<file path="src/rtl/alu_pkg.sv">
// Shared ALU definitions: opcode constants and the operand-sequencer FSM encoding.
package alu_pkg;

  localparam int NB_OPCODE = 6;

  localparam logic [NB_OPCODE-1:0] OP_ADD = 6'b100000;
  localparam logic [NB_OPCODE-1:0] OP_SUB = 6'b100010;
  localparam logic [NB_OPCODE-1:0] OP_AND = 6'b100100;
  localparam logic [NB_OPCODE-1:0] OP_OR  = 6'b100101;
  localparam logic [NB_OPCODE-1:0] OP_XOR = 6'b100110;
  localparam logic [NB_OPCODE-1:0] OP_SRA = 6'b000011;
  localparam logic [NB_OPCODE-1:0] OP_SRL = 6'b000010;
  localparam logic [NB_OPCODE-1:0] OP_NOR = 6'b100111;

  typedef enum logic [2:0] {
    ST_LOAD_A  = 3'd0,
    ST_LOAD_B  = 3'd1,
    ST_LOAD_OP = 3'd2,
    ST_EXEC    = 3'd3,
    ST_RESULT  = 3'd4
  } seq_state_t;

endpackage

</file>
<file path="src/rtl/alu_op_check.sv">
// Combinational opcode legality check against the eight supported ALU codes.
import alu_pkg::*;

module alu_op_check #(
  parameter int NB_OP = 6
) (
  input  logic [NB_OP-1:0] op,
  output logic             legal
);

  always_comb begin
    legal = 1'b0;
    case (op)
      NB_OP'(OP_ADD), NB_OP'(OP_SUB), NB_OP'(OP_AND), NB_OP'(OP_OR),
      NB_OP'(OP_XOR), NB_OP'(OP_SRA), NB_OP'(OP_SRL), NB_OP'(OP_NOR): legal = 1'b1;
      default: legal = 1'b0;
    endcase
  end

endmodule

</file>
<file path="src/rtl/alu_operand_sequencer.sv">
// Collects operand A, operand B and opcode from one inbound stream, fires the
// external ALU for one cycle, and holds the captured result until consumed.
import alu_pkg::*;

module alu_operand_sequencer #(
  parameter int NB_DATA = 8,
  parameter int NB_OP   = 6
) (
  input  logic               i_clk,
  input  logic               i_reset,
  input  logic               i_clear,
  input  logic [NB_DATA-1:0] i_data,
  input  logic               i_data_valid,
  output logic               o_data_ready,
  output logic [NB_DATA-1:0] o_data_a,
  output logic [NB_DATA-1:0] o_data_b,
  output logic [NB_OP-1:0]   o_op,
  output logic               o_alu_valid,
  input  logic [NB_DATA-1:0] i_alu_result,
  output logic [NB_DATA-1:0] o_result,
  output logic               o_result_valid,
  input  logic               i_result_ready,
  output logic               o_op_err
);

  seq_state_t state, state_nxt;
  logic       accept;
  logic       op_legal;
  logic       upper_nz;

  alu_op_check #(.NB_OP(NB_OP)) u_op_check (
    .op    (i_data[NB_OP-1:0]),
    .legal (op_legal)
  );

  // Bits above the opcode field must be zero for the word to be a clean opcode.
  generate
    if (NB_DATA > NB_OP) begin : g_upper
      assign upper_nz = |i_data[NB_DATA-1:NB_OP];
    end else begin : g_no_upper
      assign upper_nz = 1'b0;
    end
  endgenerate

  assign o_data_ready   = (state == ST_LOAD_A) || (state == ST_LOAD_B) || (state == ST_LOAD_OP);
  assign o_alu_valid    = (state == ST_EXEC);
  assign o_result_valid = (state == ST_RESULT);
  assign accept         = i_data_valid & o_data_ready;

  always_comb begin
    state_nxt = state;
    unique case (state)
      ST_LOAD_A:  if (accept) state_nxt = ST_LOAD_B;
      ST_LOAD_B:  if (accept) state_nxt = ST_LOAD_OP;
      ST_LOAD_OP: if (accept) state_nxt = ST_EXEC;
      ST_EXEC:    state_nxt = ST_RESULT;
      ST_RESULT:  if (i_result_ready) state_nxt = ST_LOAD_A;
      default:    state_nxt = ST_LOAD_A;
    endcase
    if (i_clear) state_nxt = ST_LOAD_A;
  end

  always_ff @(posedge i_clk) begin
    if (i_reset) begin
      state    <= ST_LOAD_A;
      o_data_a <= '0;
      o_data_b <= '0;
      o_op     <= '0;
      o_result <= '0;
      o_op_err <= 1'b0;
    end else begin
      state <= state_nxt;
      // Abort drops any word and result capture in flight; registers keep their values.
      if (!i_clear) begin
        if (accept) begin
          case (state)
            ST_LOAD_A: begin
              o_data_a <= i_data;
              o_op_err <= 1'b0;
            end
            ST_LOAD_B: o_data_b <= i_data;
            ST_LOAD_OP: begin
              o_op     <= i_data[NB_OP-1:0];
              o_op_err <= upper_nz | ~op_legal;
            end
            default: ;
          endcase
        end
        if (state == ST_EXEC) o_result <= i_alu_result;
      end
    end
  end

endmodule

</file>
<file path="config.mk">
export PLATFORM = sky130hd
export DESIGN_NAME = alu_operand_sequencer
export DESIGN_NICKNAME = d
export VERILOG_FILES = /design/src/rtl/alu_pkg.sv /design/src/rtl/alu_op_check.sv /design/src/rtl/alu_operand_sequencer.sv
export SDC_FILE = /design/constraint.sdc
export NUM_CORES = 1
export LEC_CHECK = 0
export ABC_CLOCK_PERIOD_IN_PS = 1600
export BUFFER_PORTS_ARGS = -buffer_cell sky130_fd_sc_hd__buf_2
export CAP_MARGIN = 20
export CORE_MARGIN = 3
export CORE_UTILIZATION = 47
export CTS_CLUSTER_SIZE = 24
export DETAILED_ROUTE_END_ITERATION = 8
export GPL_TIMING_DRIVEN = 0
export MAX_ROUTING_LAYER = met4
export PLACE_DENSITY = 0.73
export SLEW_MARGIN = 5
export SYNTH_ARGS = -nofsm -noshare
export SYNTH_HDL_FRONTEND = slang
export SYNTH_SLANG_ARGS = --single-unit
</file>
<file path="constraint.sdc">
create_clock -name i_clk -period 1.6 [get_ports i_clk]
set_clock_uncertainty 0.05 [all_clocks]
set_input_delay 0.08 -clock i_clk [delete_from_list [all_inputs] [get_ports i_clk]]
set_output_delay 0.08 -clock i_clk [all_outputs]
set_load 0.005 [all_outputs]
</file>
### Word-level counts from Yosys, hierarchy flattened

Index checks and enable logic that the tools add are counted.

| word-level totals | value |
|---|---|
| register bits | 34 |
| bits in latches | 0 |
| bits in writable memories | 0 |
| ROM bits | 0 |
| input bits | 21 |
| word-level logic and storage cells | 46 |
| memories | 0 |

| cells by class | value |
|---|---|
| add/subtract/negate cells | 0 |
| multipliers | 0 |
| div/mod/pow operators | 0 |
| magnitude comparators | 0 |
| equal/unequal tests | 16 |
| shifts and indexed selects | 0 |
| muxes and demuxes | 7 |
| bitwise logic cells | 4 |
| reduce and logical (&&, ||, !) cells | 13 |

Operators with widths:

| kind | number |
|---|---|
| $eq 6x6->1 const B | 6 |
| $pmux 3 s5 | 1 |
| $eq 6x2->1 const B | 2 |
| $mux 3 | 4 |
| $reduce_and 3->1 | 4 |
| $reduce_or 8->1 | 1 |
| $eq 3x2->1 const B | 2 |
| $ne 2x2->1 const B | 3 |
| $reduce_and 4->1 | 1 |
| $reduce_or 2->1 | 2 |
| $eq 3x1->1 const B | 1 |
| $eq 3x3->1 const B | 1 |
| $logic_not 3->1 | 1 |
| $logic_or 1x1->1 | 2 |
| $ne 2x1->1 const B | 1 |
| $not 1->1 | 2 |
| $pmux 1 s2 | 1 |
| $reduce_and 2->1 | 1 |
| $reduce_bool 2->1 | 1 |
| $and 1x1->1 | 1 |
| $mux 1 | 1 |
| $or 1x1->1 | 1 |

### Logic depth before layout (Yosys ltp)

| depth | value |
|---|---|
| depth in word-level cells | 6 |
| gate-level depth with buffers | 5 |
| depth with buffers taken out | 3 |

### Hierarchy

From an unflattened synthesis, not the netlist that was laid out.

| second synthesis, totals | value |
|---|---|
| cells, all modules | 141 |
| area, all modules | 1425.1 um^2 |

By module, submodules not included:

| module | instances | cells each | area an instance (um^2) | sequential area each (um^2) |
|---|---|---|---|---|
| alu_operand_sequencer | 1 | 137 | 1402.6 | 680.7 |
| alu_op_check | 1 | 4 | 22.5 | 0.0 |

### Worst setup path before layout

No wires, ideal clock.

| timing path | value |
|---|---|
| path type | reg-to-reg |
| start | reg state[1] |
| end | reg o_data_a[4] |
| arrival | 1.226 ns |
| data required time | 1.418 ns |
| slack | 0.192 ns |
| cell stages (with the launch flop) | 6 |
| path buffers | 2 |
| period minus slack after synthesis | 1.408 ns |
| cell sequence | dfxtp_1 > buf_2 > or3b_4 > clkbuf_1 > o21ai_0 > a21oi_1 |

| between the ends | value |
|---|---|
| word-level cells in the longest chain between the ends | 5 |

RTL lines:

| item | line | source |
|---|---|---|
| from (decl) | alu_operand_sequencer.sv:26 | `seq_state_t state, state_nxt;` |
| from (signal assigned) | alu_operand_sequencer.sv:72 | `state <= state_nxt;` |
| $eq 3x1->1 or $logic_not 3->1 (tied branches) | alu_operand_sequencer.sv:45, alu_operand_sequencer.sv:76 |  |
| $logic_or 1x1->1 (2 in a row) | alu_operand_sequencer.sv:45 | `assign o_data_ready = (state == ST_LOAD_A) \|\| (state == ST_LOAD_B) \|\| (state == ST_LOAD_OP);` |
| $and 1x1->1 | alu_operand_sequencer.sv:48 | `assign accept = i_data_valid & o_data_ready;` |
| $reduce_and 3->1 (no source line) * | -- |  |
| to (signal assigned) | alu_operand_sequencer.sv:78 | `o_data_a <= i_data;` |
| to (decl) | alu_operand_sequencer.sv:15 | `output logic [NB_DATA-1:0] o_data_a,` |

Every way passes the cells marked *; elsewhere a longest branch is shown, timed or not.
A chain may end at the register's enable or synchronous reset.

### Final worst setup path

| timing path | value |
|---|---|
| start | reg state[1] |
| end | out o_data_ready |

| between the ends | value |
|---|---|
| word-level cells in the longest chain between the ends | 3 |

RTL lines:

| item | line | source |
|---|---|---|
| $eq 3x1->1 or $logic_not 3->1 (tied branches) | alu_operand_sequencer.sv:45 |  |
| $logic_or 1x1->1 | alu_operand_sequencer.sv:45 |  |
| $logic_or 1x1->1 * | alu_operand_sequencer.sv:45 |  |
| to (decl) | alu_operand_sequencer.sv:14 | `output logic o_data_ready,` |

Marks and branches as above.

==> results.py <==
metrics = {
    "outcome": {
        "status": "finished clean",
    },
    "die": {
        "die_w_um": 60.90,
        "start_util_pct": 50.49,
        "core_um2": 2805,
        "die-area_um2": 3708,
        "ios": 55,
        "fp-row-count": 19,
        "die_y_um": 60.90,
    },
    "layout": {
        "nNetsFinal": 257,
        "multi_input_area_um2": 653.1,
        "diodes": 0,
        "fillers": 226,
        "regArea_um2": 680.7,
        "syn_to_final_growth_pct": 38.07,
        "drive_gt1_share_pct": 32.07,
    },
    "clock_network": {
        "clock_latency_ps": 350,
        "clk_pin_slew_worst_paths_ps": 110,
        "cts_buffers": 5,
        "cts_tree": "built",
        "cts_setup_buffers": 0,
        "cts_buffer_depth": 2,
        "cts_sinks": 34,
        "cts_root_buf": "clkbuf_4",
        "ctsHtreeMaxLevel": 2,
    },
    "power_and_ir_drop": {
        "power.leakage_uw": 0.0008375,
        "vdd_drop_max_v": 0.0006040,
        "p_per_area_nw_per_um2": 799.8,
    },
    "yosys": {
        "synth_edf_count": 0,
        "yosys-top-cells-count": "dfxtp_1, a21oi_1, nand3_1, o21ai_0, nor2_1",
        "syn_nets": 181,
        "synth_area_per_cell_um2": 8.852,
        "yosysWarnings": 0,
        "synth_cells": 160,
        "ys_seq_elements": 34,
        "synth_top_cell_area_share_pct": 48.06,
        "syn_area_um2": 1416,
        "ys_seq_area_share_pct": 48.06,
        "synth.area.top_cells": "dfxtp_1, a21oi_1, nand3_1",
        "async_flop_share_pct": 0,
        "yosys.area.top_type": "dfxtp_1",
        "synth.distinct_cells": 31,
        "synth_top_flop_cell": "dfxtp_1",
        "yosysMostFrequentCell": "dfxtp_1",
    },
    "sta": {
        "fin_crit_sh_pct": 97.55,
        "holdWs_ps": 24.40,
        "fmax_mhz": 640.7,
        "worstMarginPinSlew_ps": 510.6,
        "fin_tns_setup_ps": 0,
        "fin_crit_ps": 1561,
        "finalSetupViolCount": 0,
        "rsz0062_at_grt": "true",
        "hold_viol_final": 0,
        "drv_slew": 0,
        "slew_headroom_pct": 65.83,
        "setup_slack_ps": 39.16,
    },
    "detailed_routing": {
        "first_iter_violations": 117,
        "wl_per_cell_um": 13.84,
        "via_per_inst": 5.321,
        "wl_mm": 3.708,
        "drc_errors": 0,
        "dr.pass1.iters": 4,
        "drtAntennaViolNets": 0,
        "vias": 1426,
    },
    "critical_path": {
        "critPathKind": "flop to output pin",
        "crit_path_cell_trace": "buf_2, clkbuf_1, a21oi_1, buf_2",
        "critPathRequiredTime_ps": 1470,
        "cp_data_arrival_time_ps": 1430,
        "max_stage_delay_ps": 350,
        "slowest_stage": "clkbuf_1",
        "path_max_fanout": 10,
        "cp-start-kind": "flop",
        "end_kind": "output pin",
        "cp_common_cell": "buf_2",
    },
    "global_route": {
        "grt_pass1_wl_mm": 5.727,
        "grt_max_degree": 12,
        "grt_overflow": 0,
        "antenna_found_initial": 0,
        "first_global_vias": 1334,
        "grt_use_total_pct": 21.89,
    },
    "placement": {
        "gp_congestion": 0.8475,
        "io_buffers": 52,
        "hpwl_mm": 2.624,
        "dp_slack_ps": -14.75,
    },
    "run": {
        "drv_cap": 0,
    },
    "worst_hold_path": {
        "hold_class": "primary input to flop",
    },
}
-- through the flow --
stage	cell area (µm²)	std cells	util (%)	total power, µW
final	1956	268	69.71	1564
after global routing	1956	268	69.71	1622
after CTS	1949	268	69.49	1563
after detailed placement	1715	243	61.15	1028
after global placement	1715	243	61.15	1023
after floorplan	1416	160	-	963.5
-- power by group --
| group | total, µW | internal (µW) | leakage, µW | switching (µW) |
|---|---|---|---|---|
| registers | 867 | 860 | 0.000275 | 6.51 |
| clock network | 520 | 211 | 0.0000343 | 309 |
| logic | 178 | 85.7 | 0.000528 | 91.9 |
-- layout by cell type (no fill, tap or decap), types with 2 or more instances in the layout --
master,netlist,routed
a21oi_1,24,24
nand3_1,23,23
mux2i_1,8,8
o21ai_1,1,3
dfxtp_1,34,34
inv_1,4,4
o21ai_0,21,19
nor2_1,10,10
clkbuf_4,0,6
nor2b_1,2,2
clkbuf_1,6,5
nor4_1,2,2
dlygate4sd3_1,0,17
nor3b_1,2,2
buf_2,5,57
-- worst max-delay path: cells and delay by family, from the launching register on --
family | cells | cell delay [ps]
AOI/OAI and AO/OA | 1 | 120
buffers and inverters | 3 | 650
DFF | 1 | 320
-- sequential cells by signal, indices dropped and copies added (netlist names) --
name,count
o_data_a,8
o_result,8
state,3
o_op,6
o_data_b,8
o_op_err,1
-- repair_timing --
action	CTS	global route
hold buffers	17	0
setup endpoints to repair	2	17
hold endpoints to repair	33	0
pin swaps	0	1
gates resized for setup	2	5
-- cell type report --
| cell class | instances | share of cell area (%) |
|---|---|---|
| Buffer | 14 | 3.775 |
| Inverter | 4 | 0.7678 |
| Tap cell | 31 | 1.983 |
| Multi-Input combinational cell | 108 | 33.40 |
| Clock buffer | 6 | 2.623 |
| Sequential cell | 34 | 34.80 |
| Clock inverter | 2 | 0.6398 |
| Timing Repair Buffer | 69 | 22.01 |
-- final timing paths --
path	start	to	cells after the start	slack [ps]
worst max-delay path	state[1]$_SDFFE_PP0P_	o_data_ready	4	40
worst min-delay path	i_data_valid	state[1]$_SDFFE_PP0P_	3	20
worst max register to register	state[1]$_SDFFE_PP0P_	o_data_b[0]$_SDFFE_PP0P_	5	80
worst min register to register	o_op[3]$_SDFFE_PP0P_	o_op[3]$_SDFFE_PP0P_	2	430
-- cells by family (layout without fill, tap and decap cells) --
family | after synthesis | in the layout | synth area share (%)
muxes | 8 | 8 | 5.654
DFF | 34 | 34 | 48.06
buffers and inverters | 18 | 95 | 6.006
and+or+nand+nor | 50 | 50 | 21.64
AOI/OAI and AO/OA | 50 | 50 | 18.64
-- per-layer routing --
| layer | wire, µm | part of all wire [%] | GRT usage, % |
|---|---|---|---|
| met1 | 1604 | 43 | 23.83 |
| met2 | 1766 | 48 | 35.73 |
| met3 | 257 | 6.9 | 7.660 |
| met4 | 80 | 2.2 | 9.907 |
| met5 | 0 | 0 | - |
Power figures use the tool's default switching activity.
